--- config.mk ---
export PLATFORM = sky130hd
export DESIGN_NAME = bus_cycle_unit
export DESIGN_NICKNAME = d
export VERILOG_FILES = /design/src/rtl/bus_cycle_unit.sv
export SDC_FILE = /design/constraint.sdc
export NUM_CORES = 1
export LEC_CHECK = 0
export ABC_AREA = 1
export ABC_CLOCK_PERIOD_IN_PS = 6700
export CAP_MARGIN = 40
export CORE_AREA = 2 2 70 121
export DETAILED_ROUTE_END_ITERATION = 6
export DIE_AREA = 0 0 72 123
export PLACE_DENSITY = 0.83
export SLEW_MARGIN = 20
export SYNTH_ARGS = -nofsm -noshare
export SYNTH_HDL_FRONTEND = slang
export SYNTH_SLANG_ARGS = --single-unit
--- constraint.sdc ---
create_clock -name clock -period 6.7 [get_ports clock]
set_clock_uncertainty 0.2 [all_clocks]
set_input_delay 0.67 -clock clock [delete_from_list [all_inputs] [get_ports clock]]
set_output_delay 0.67 -clock clock [all_outputs]
set_load 0.1 [all_outputs]
--- src/rtl/bus_cycle_unit.sv ---
// 8080/8085-style bus cycle unit: runs T1/T2/T3 machine cycles with
// READY wait states for opcode fetch, memory and I/O transfers.
module bus_cycle_unit #(
    parameter int ADDR_W     = 16,
    parameter int DATA_W     = 8,
    parameter int MAX_BYTES  = 2,
    parameter int WAIT_LIMIT = 0
) (
    input  logic                          clock,
    input  logic                          reset_in_n,
    input  logic                          req,
    input  logic [2:0]                    req_type,
    input  logic [ADDR_W-1:0]             req_addr,
    input  logic [$clog2(MAX_BYTES):0]    req_count,
    input  logic [MAX_BYTES*DATA_W-1:0]   req_wdata,
    output logic                          busy,
    output logic                          done,
    output logic                          err,
    output logic [MAX_BYTES*DATA_W-1:0]   rdata,
    input  logic [DATA_W-1:0]             DATA_in,
    output logic [DATA_W-1:0]             DATA_out,
    output logic                          DATA_oe,
    input  logic                          READY,
    output logic [ADDR_W-1:0]             ADD,
    output logic                          S0,
    output logic                          S1,
    output logic                          IO_Mn,
    output logic                          RDn,
    output logic                          WRn
);

    localparam int CNT_W  = $clog2(MAX_BYTES) + 1;
    localparam int WAIT_W = (WAIT_LIMIT > 0) ? $clog2(WAIT_LIMIT + 1) : 8;
    localparam int BUS_W  = MAX_BYTES * DATA_W;

    typedef enum logic [2:0] {
        S_IDLE,
        S_T1,
        S_T2,
        S_T3,
        S_END
    } state_t;

    state_t r_state;
    state_t w_state;

    logic [ADDR_W-1:0] r_base;
    logic [ADDR_W-1:0] w_base;
    logic [BUS_W-1:0]  r_wdata;
    logic [BUS_W-1:0]  w_wdata;
    logic [CNT_W-1:0]  r_cnt;
    logic [CNT_W-1:0]  w_cnt;
    logic [CNT_W-1:0]  r_idx;
    logic [CNT_W-1:0]  w_idx;
    logic [CNT_W-1:0]  w_idx_inc;
    logic [WAIT_W-1:0] r_wait;
    logic [WAIT_W-1:0] w_wait;
    logic [WAIT_W-1:0] w_wait_inc;
    logic              r_wr;
    logic              w_wr;
    logic              r_io;
    logic              w_io;
    logic              r_fetch;
    logic              w_fetch;
    logic              r_err;
    logic              w_err;
    logic [BUS_W-1:0]  r_rdata;
    logic [BUS_W-1:0]  w_rdata;

    logic              w_req_wr;
    logic              w_req_io;
    logic              w_req_fetch;
    logic [CNT_W-1:0]  w_req_cnt;
    logic              w_timeout;
    logic              w_cyc;
    logic              w_strb;

    logic [ADDR_W-1:0] r_add;
    logic              r_s0;
    logic              r_s1;
    logic              r_io_m;
    logic              r_rd_n;
    logic              r_wr_n;
    logic              r_oe;
    logic [DATA_W-1:0] r_dout;
    logic              r_busy;
    logic              r_done;

    function automatic logic [DATA_W-1:0] f_byte(
        input logic [BUS_W-1:0] v,
        input logic [CNT_W-1:0] i
    );
        logic [DATA_W-1:0] b;
        b = '0;
        for (int k = 0; k < MAX_BYTES; k++) begin
            if (i == CNT_W'(k)) b = v[k*DATA_W +: DATA_W];
        end
        return b;
    endfunction

    // Unlisted type codes fall through to a plain memory read.
    always_comb begin
        w_req_wr    = 1'b0;
        w_req_io    = 1'b0;
        w_req_fetch = 1'b0;
        unique case (req_type)
            3'd0: w_req_fetch = 1'b1;
            3'd2: w_req_wr    = 1'b1;
            3'd3: w_req_io    = 1'b1;
            3'd4: begin
                w_req_io = 1'b1;
                w_req_wr = 1'b1;
            end
            default: ;
        endcase
    end

    always_comb begin
        w_req_cnt = req_count;
        if (req_count == '0) begin
            w_req_cnt = CNT_W'(1);
        end else if (req_count > CNT_W'(MAX_BYTES)) begin
            w_req_cnt = CNT_W'(MAX_BYTES);
        end
    end

    assign w_idx_inc  = r_idx + 1'b1;
    assign w_wait_inc = r_wait + 1'b1;
    assign w_timeout  = (WAIT_LIMIT != 0) &&
                        (w_wait_inc == WAIT_W'(WAIT_LIMIT));

    always_ff @(posedge clock) begin
        if (!reset_in_n) begin
            r_state <= S_IDLE;
        end else begin
            r_state <= w_state;
        end
    end

    always_comb begin
        w_state = r_state;
        w_base  = r_base;
        w_wdata = r_wdata;
        w_cnt   = r_cnt;
        w_idx   = r_idx;
        w_wait  = r_wait;
        w_wr    = r_wr;
        w_io    = r_io;
        w_fetch = r_fetch;
        w_err   = r_err;
        w_rdata = r_rdata;
        unique case (r_state)
            S_IDLE: begin
                if (req) begin
                    w_state = S_T1;
                    w_base  = req_addr;
                    w_wdata = req_wdata;
                    w_cnt   = w_req_cnt;
                    w_idx   = '0;
                    w_wait  = '0;
                    w_wr    = w_req_wr;
                    w_io    = w_req_io;
                    w_fetch = w_req_fetch;
                    w_err   = 1'b0;
                    w_rdata = '0;
                end
            end
            S_T1: w_state = S_T2;
            S_T2: w_state = S_T3;
            S_T3: begin
                if (READY) begin
                    w_wait = '0;
                    if (!r_wr) begin
                        for (int k = 0; k < MAX_BYTES; k++) begin
                            if (r_idx == CNT_W'(k)) begin
                                w_rdata[k*DATA_W +: DATA_W] = DATA_in;
                            end
                        end
                    end
                    if (w_idx_inc < r_cnt) begin
                        w_idx   = w_idx_inc;
                        w_state = S_T1;
                    end else begin
                        w_state = S_END;
                    end
                end else if (w_timeout) begin
                    // Abandon the rest of the burst; captured bytes stay.
                    w_wait  = '0;
                    w_err   = 1'b1;
                    w_state = S_END;
                end else begin
                    w_wait = w_wait_inc;
                end
            end
            S_END:   w_state = S_IDLE;
            default: w_state = S_IDLE;
        endcase
    end

    // Bus pins are registered from the state being entered.
    always_comb begin
        w_cyc  = (w_state == S_T1) || (w_state == S_T2) ||
                 (w_state == S_T3);
        w_strb = (w_state == S_T2) || (w_state == S_T3);
    end

    always_ff @(posedge clock) begin
        if (!reset_in_n) begin
            r_base  <= '0;
            r_wdata <= '0;
            r_cnt   <= '0;
            r_idx   <= '0;
            r_wait  <= '0;
            r_wr    <= 1'b0;
            r_io    <= 1'b0;
            r_fetch <= 1'b0;
            r_err   <= 1'b0;
            r_rdata <= '0;
        end else begin
            r_base  <= w_base;
            r_wdata <= w_wdata;
            r_cnt   <= w_cnt;
            r_idx   <= w_idx;
            r_wait  <= w_wait;
            r_wr    <= w_wr;
            r_io    <= w_io;
            r_fetch <= w_fetch;
            r_err   <= w_err;
            r_rdata <= w_rdata;
        end
    end

    always_ff @(posedge clock) begin
        if (!reset_in_n) begin
            r_add  <= '0;
            r_s0   <= 1'b0;
            r_s1   <= 1'b0;
            r_io_m <= 1'b0;
            r_rd_n <= 1'b1;
            r_wr_n <= 1'b1;
            r_oe   <= 1'b0;
            r_dout <= '0;
            r_busy <= 1'b0;
            r_done <= 1'b0;
        end else begin
            if (w_cyc) begin
                r_add <= w_base + ADDR_W'(w_idx);
            end
            if (w_cyc && w_wr) begin
                r_dout <= f_byte(w_wdata, w_idx);
            end
            r_s1   <= w_cyc && !w_wr;
            r_s0   <= w_cyc && (w_fetch || w_wr);
            r_io_m <= w_cyc && w_io;
            r_rd_n <= !(w_strb && !w_wr);
            r_wr_n <= !(w_strb && w_wr);
            r_oe   <= w_cyc && w_wr;
            r_busy <= (w_state != S_IDLE);
            r_done <= (w_state == S_END);
        end
    end

    assign ADD      = r_add;
    assign S0       = r_s0;
    assign S1       = r_s1;
    assign IO_Mn    = r_io_m;
    assign RDn      = r_rd_n;
    assign WRn      = r_wr_n;
    assign DATA_oe  = r_oe;
    assign DATA_out = r_dout;
    assign busy     = r_busy;
    assign done     = r_done;
    assign err      = r_err;
    assign rdata    = r_rdata;

endmodule

==> impl_results.md, run 1 <==
* Outcome: completed
* TNS Setup at 0 ns
* Maximum clock rate at 0.2740 GHz
* Count of unique library cells instantiated by Yosys at 42
* CTS max path bufs at 2
* Largest family of logic cells by synthesized area: simple AND/OR/NAND/NOR gates
* Seq/Total Area, Yosys at 0.4353
* DRT Pass-1 Iters at 7
* Max-Cap Viols at 0
* Synth Flop Type: dfxtp_1
* #FFs+latches synth at 90
* Chip width at 72 µm
* Core Rows at 43
* Post-synth design cell area at 0.004139 mm²
* Adder-cell share of the synthesized area at 0.01511
* Asr flop ratio synth at 0
* Comb pwr share at 0.423
* Top cell type's share of synthesized area at 0.4353
* Layout cells sized above 1 at 0.1698
* Pin count of the biggest net entering global routing at 46
* Worst slew margin at 0.5674
* Initial detailed-routing violation count at 227
* Top cells by area, synth: dfxtp_1 (44%), inv_1 (7.3%), nand2_1 (6.9%), nor2_1 (6.1%), o21ai_0 (4.0%)
* Cell mode on critical path: inv_1
* Mapped Cells at 544
* Worst path slowest cell: nand2_4
* H-tree levels at 3
* Syn nets at 598
* Crit. End Element: flip-flop
* Clk sink count at 90
* Port bufs at 95
* Crit Path Max Fanout at 45
* Simple-gate share of the synthesized area at 0.2500
* Final weighted congestion in routability-driven placement at 0.7912
* Hold WS at 0.2635 ns
* DR vias at 3917
* Vias in the first global route at 3864
* Tmin final at 3.650 ns
* WS Path Type: in2reg
* Post-CTS Hold Fix Bufs at 0
* Sequential Power Share at 0.327
* XOR/XNOR share of the synthesized area at 0.008464
* GRT overflow at 0
* Worst hold path class: reg2reg
* Clock Tree Root: clkbuf_16
* NumNets Final at 732
* CTS tree: yes
* Clk slew on worst S/H paths at 0.06 ns
* Initial Utilization at 0.5233
* Post-DRT Antenna Nets at 0
* Layout area overhead at 47.76%
* Yosys warnings at 0
* # resized after CTS at 0
* Worst setup SP type: primary input
* Area leader, netlist: dfxtp_1
* Average size of a mapped cell at 7.608 µm²
* Sw power at 0.0007626 W
* Core area at 0.007909 mm²
* Worst-Margin Slew at 0.6483 ns
* Post-synthesis mux area share at 0.03869
* Initial antenna violation count at 0
* Total Wirelength at 10760 µm
* Die ar. at 0.008856 mm²
* DR vias/cell at 5.067
* Die Ht at 123 µm
* WP data arrival at 3.69 ns
* Pleak at 2.832 nW
* RSZ-0062 raised after global routing: no
* First-pass GRT wire length at 17720 µm
* Post-CTS Setup Repair Bufs at 0
* Post-synth EDFFs at 0
* Slew Viols, Final at 0
* Layout fillers at 542
* Multi-input gate area at 0.001868 mm²
* Slowest stage delay, CP at 0.50 ns
* # setup viols final at 0
* Compound-Gate Fraction of Synth Area at 0.1381
* Fin. Hold Viols at 0
* Clock buffer count from CTS at 9
* Pint at 0.001167 W
* CP cell instances: clkdlybuf4s50_1 -> inv_1 -> nor2_4 -> nand2_4 -> inv_1 -> or2_2 -> o21ai_0 -> inv_1 -> ha_1 -> ha_1 -> inv_1 -> nand2_2 -> nand2_1 -> inv_2 -> nand3_1 -> nand3_1 -> nand3_1 -> inv_1
* Clock share of power at 0.250
* WP data required at 6.74 ns
* Max IR drop VDD at 0.2237 mV
* Worst-Skew Late Latency at 0.34 ns
* PwrDens at 315.6 mW/mm²
* Top-Level Pins at 98
* Final Cycle Share at 0.5448
* DRC at 0
* Final core occ at 0.7733
* N_diodes at 0
* Avg WL per Cell at 13.91 µm
* HPWL Detailed at 8400 µm
* Register area at 0.001802 mm²
* Switching Share at 0.3951
* Tot GR Track Use at 0.2586
layout make-up:
type,count,area share
Multi-Input combinational cell,341,0.3054
Sequential cell,90,0.2946
Timing Repair Buffer,145,0.2778
Inverter,91,0.05585
Clock buffer,13,0.04419
Tap cell,90,0.01841
Clock inverter,3,0.003682
cells in the mapped netlist, types with 2 or more instances:
master,n
nand3_2,3
or2_1,2
nand4_1,5
dfxtp_1,90
xor2_1,2
buf_6,3
buf_2,6
nor2_4,5
mux2i_1,16
nand2_4,5
clkbuf_1,10
nand3b_1,6
inv_1,81
o21ai_1,11
or2_2,3
o21bai_1,4
o21ai_0,33
and3_1,2
nand3_1,26
nor2_1,67
o21ai_2,8
nand2_1,76
inv_2,8
ha_1,5
a21oi_1,27
clkinv_1,2
nor2_2,8
o22ai_1,8
xnor2_1,2
nand2_2,8
sequential cells by signal, indices dropped and copies added (netlist names):
register  count
S0            1
RDn           1
r_cnt         2
WRn           1
r_io          1
r_wr          1
r_fetch       1
ADD          16
busy          1
rdata        16
DATA_out      8
r_state       3
r_base       16
r_idx         2
DATA_oe       1
done          1
S1            1
r_wdata      16
IO_Mn         1
final timing paths:
check	start	endpoint	slack, ns	depth (start not counted)
max	req	ADD[12]	3.05	18
min	ADD[1]	ADD[1]	0.26	2
max reg2reg	r_idx[0]	DATA_out[0]	3.33	13
min reg2reg	ADD[1]	ADD[1]	0.26	2
kinds of logic after synthesis:
| kind of cell | count (synthesis) |
|---|---|
| compound gates | 98 |
| xor+xnor | 4 |
| fa+ha+maj | 5 |
| buf+inv | 113 |
| flops | 90 |
| mux | 16 |
| other cells | 1 |
| simple gates | 217 |
cell usage in the layout (no fill, tap or decap), drive strengths merged, types with 8 or more instances in the layout:
cell,instances
nand3,29
nor2,80
buf,50
o21ai,52
nand2,89
clkdlybuf4s50,95
mux2i,16
a21oi,29
inv,89
clkbuf,13
o22ai,8
dfxtp,90
metal layers:
metal  vias up  wire [µm]  track usage  share of wire
met5         -          0            0              0
met4         0        239       0.1061          0.022
met3        17        525      0.05542          0.049
met2       114       6200       0.5064           0.58
met1      1797       3790       0.2545           0.35
li1       1989          -            -              -
through the flow:
step                      power (W)  worst slack, ns  cells  area (µm²)
after global placement     0.001301            2.739    709        5090
after floorplan            0.001163            3.791    544        4139
final                      0.001930            3.050    773        6116
after detailed placement   0.001462            2.697    757        5823
after global routing       0.002007            2.749    773        6116
after CTS                  0.001946            3.051    773        6116
power groups by stage:
stage                     combinational [W]  clock (W)  sequential [W]
after global routing               0.000864   0.000506        0.000637
after floorplan                    0.000225          0        0.000937
after global placement             0.000664          0        0.000637
after detailed placement           0.000819          0        0.000643
after CTS                          0.000822   0.000493        0.000631
final                              0.000817   0.000482        0.000631
critical path: cells and delay by family:
kind	cells	cell delay, ns
AOI/OAI and AO/OA	1	0.11
adders and majority gates	2	0.43
buffers and inverters	7	1.09
and+or+nand+nor	8	1.37
Note: power is estimated with default switching activity, not from simulation.
==> inputs of run 2 (changes only) <==
Settings changed: ABC_CLOCK_PERIOD_IN_PS 6700 to 3500, CORE_AREA 2 2 70 121 to 2 2 72 126, DIE_AREA 0 0 72 123 to 0 0 74 128, PLACE_DENSITY 0.83 to 0.78.
Clock period 6.7 ns to 3.5 ns, I/O delays scaled along.
==> impl_results.md, run 2 (synthesis gave the netlist of run 1 again) <==
* Tmin final at 2.973 ns
* Die Ht at 128 µm (+4.1%)
* TNS Setup at 0 ns (unchanged)
* # resized after CTS at 0 (unchanged)
* H-tree levels at 3 (unchanged)
* Clock buffer count from CTS at 9 (unchanged)
* Clock Tree Root: clkbuf_16
* Chip width at 74 µm (+2.8%)
* Initial detailed-routing violation count at 252 (+11%)
* Tot GR Track Use at 0.2448 (-0.01380)
* NumNets Final at 737 (+0.68%)
* Worst R2R End: ADD[12]
* Design area at 0.006264 mm² (+2.4%)
* CP cell instances: inv_1 -> ha_1 -> ha_1 -> nand2_1 -> nand3_1 -> inv_1 -> nand3_1 -> nand2_2 -> nand2_1 -> nand2_1 -> inv_1 -> ha_1 -> inv_1 -> nand2_2 -> nand2_1 -> inv_2 -> nand3_1 -> nand3_1 -> nand3_1 -> inv_1
* CTS max path bufs at 2 (unchanged)
* Post-CTS Hold Fix Bufs at 0 (unchanged)
* Maximum clock rate at 0.3364 GHz
* RSZ-0062 raised after global routing: no
* Hold Crit Depth at 2 (unchanged)
* CTS tree: yes
* Layout area overhead at 51.33%
* Port bufs at 95 (unchanged)
* Layout cells sized above 1 at 0.1759 (+0.006033)
* Layout fillers at 615 (+13%)
* Max-Cap Viols at 0 (unchanged)
* Crit Path Max Fanout at 5 (-89%)
* # setup viols final at 0 (unchanged)
* Overall power at 0.003884 W (+100%)
* Post-CTS Setup Repair Bufs at 0 (unchanged)
* DR vias at 3936 (+0.49%)
* Worst path slowest cell: dfxtp_1
* Leading cell type in the layout, fill and taps excluded: clkdlybuf4s50_1
* Clk sink count at 90 (unchanged)
* Final Cycle Share at 0.8494
* Hold path endpoint: ADD[1]
* Core Rows at 45 (+4.7%)
* CP top delay family: simple AND/OR/NAND/NOR gates
* Die ar. at 0.009472 mm² (+7.0%)
* WP data arrival at 3.01 ns (-0.68 ns)
* Outcome: completed
* Slew Viols, Final at 0 (unchanged)
* Worst-Margin Slew at 0.6061 ns (-0.04211 ns)
* CP bufs+invs at 6 (-1)
* Initial Utilization at 0.4868 (-0.03651)
* Pleak at 2.881 nW (+1.8%)
* R2R depth at 20 (+7)
* Clk slew on worst S/H paths at 0.06 ns (about the same)
* DRC at 0 (unchanged)
* Hold WS at 0.2625 ns (-0.0009950 ns)
* Top-Level Pins at 98 (unchanged)
* Worst setup SP type: flip-flop
* N_diodes at 0 (unchanged)
* DRT Pass-1 Iters at 5 (-2)
* Slowest stage delay, CP at 0.41 ns (-0.09 ns)
* Vias in the first global route at 4092 (+5.9%)
* Pin count of the biggest net entering global routing at 36 (-22%)
* Avg WL per Cell at 13.50 µm (-3.0%)
* Worst r2r src: r_idx[0]
* Max IR drop VDD at 0.3959 mV (+77%)
* Fin. Hold Viols at 0 (unchanged)
* Total Wirelength at 10860 µm (+1.0%)
* Crit. End Element: flip-flop
* DR vias/cell at 4.889 (-3.5%)
* R2r setup slk at 0.53 ns (-2.80 ns)
* First-pass GRT wire length at 18080 µm (+2.0%)
* WS Path Type: reg2reg
* Final weighted congestion in routability-driven placement at 0.8421 (+6.4%)
* Worst hold path class: reg2reg
* Core area at 0.008502 mm² (+7.5%)
* Most frequent cells in the layout: clkdlybuf4s50_1 (95), dfxtp_1 (90), inv_1 (81)
* Worst slew margin at 0.5959 (+0.02846)
* Post-DRT Antenna Nets at 0 (unchanged)
* Hold Path Origin: ADD[1]
* Initial antenna violation count at 0 (unchanged)
* Worst-Skew Late Latency at 0.34 ns (about the same)
* PwrDens at 620.0 mW/mm² (+96%)
* WP data required at 3.54 ns (-3.20 ns)
* HPWL Detailed at 8222 µm (-2.1%)
* GRT overflow at 0 (unchanged)
* Placed Area at 0.005919 mm² (+1.7%)
## run 2: power breakdown
part / leakage [nW] / internal (W) / switching (W) / total (W)
clock: 0.163 / 0.000700 / 0.000392 / 0.00109
sequential: 0.742 / 0.00115 / 0.0000563 / 0.00121
combinational: 1.98 / 0.000561 / 0.00102 / 0.00158
## run 2: metrics by stage
stage                       util  std cells  setup slack [ns]
after global routing      0.7367        805            0.2034
after detailed placement  0.6962        789            0.3650
after CTS                 0.7367        805            0.5421
final                     0.7367        805            0.5269
after floorplan                -        544            0.8910
after global placement    0.6071        741            0.4675
## run 2: worst min-delay path, cell delays in order, from the launching register on
cell and delay, ns:
dfxtp_1 0.31, nand2_1 0.06, a21oi_1 0.05
## run 2: worst max-delay path by stage
stage	from	to	slack, ns	cells past startpoint
4_1_cts	r_idx[0]	ADD[12]	0.54	20
3_5_place_dp	req	ADD[12]	0.37	18
2_1_floorplan	r_idx[0]	ADD[12]	0.89	20
3_3_place_gp	req	ADD[12]	0.47	18
5_1_grt	r_idx[0]	ADD[10]	0.20	19
6_report	r_idx[0]	ADD[12]	0.53	20
## run 2: per-layer routing
metal	GRT usage	part of all wire	routed length (µm)
met2	0.4506	0.55	5966
met5	0	0	0
met4	0.1176	0.032	348
met3	0.05425	0.054	591
met1	0.2502	0.36	3959
## run 2: cell type report
class                      count  area, µm²  share of cell area
clock inverter                 6      115.1             0.01838
inverter                      91      341.6             0.05453
timing repair buffer         150       1762              0.2813
sequential                    90       1802              0.2877
tap                          117      146.4             0.02337
multi-input combinational    341       1868              0.2982
clock buffer                  10      229.0             0.03656
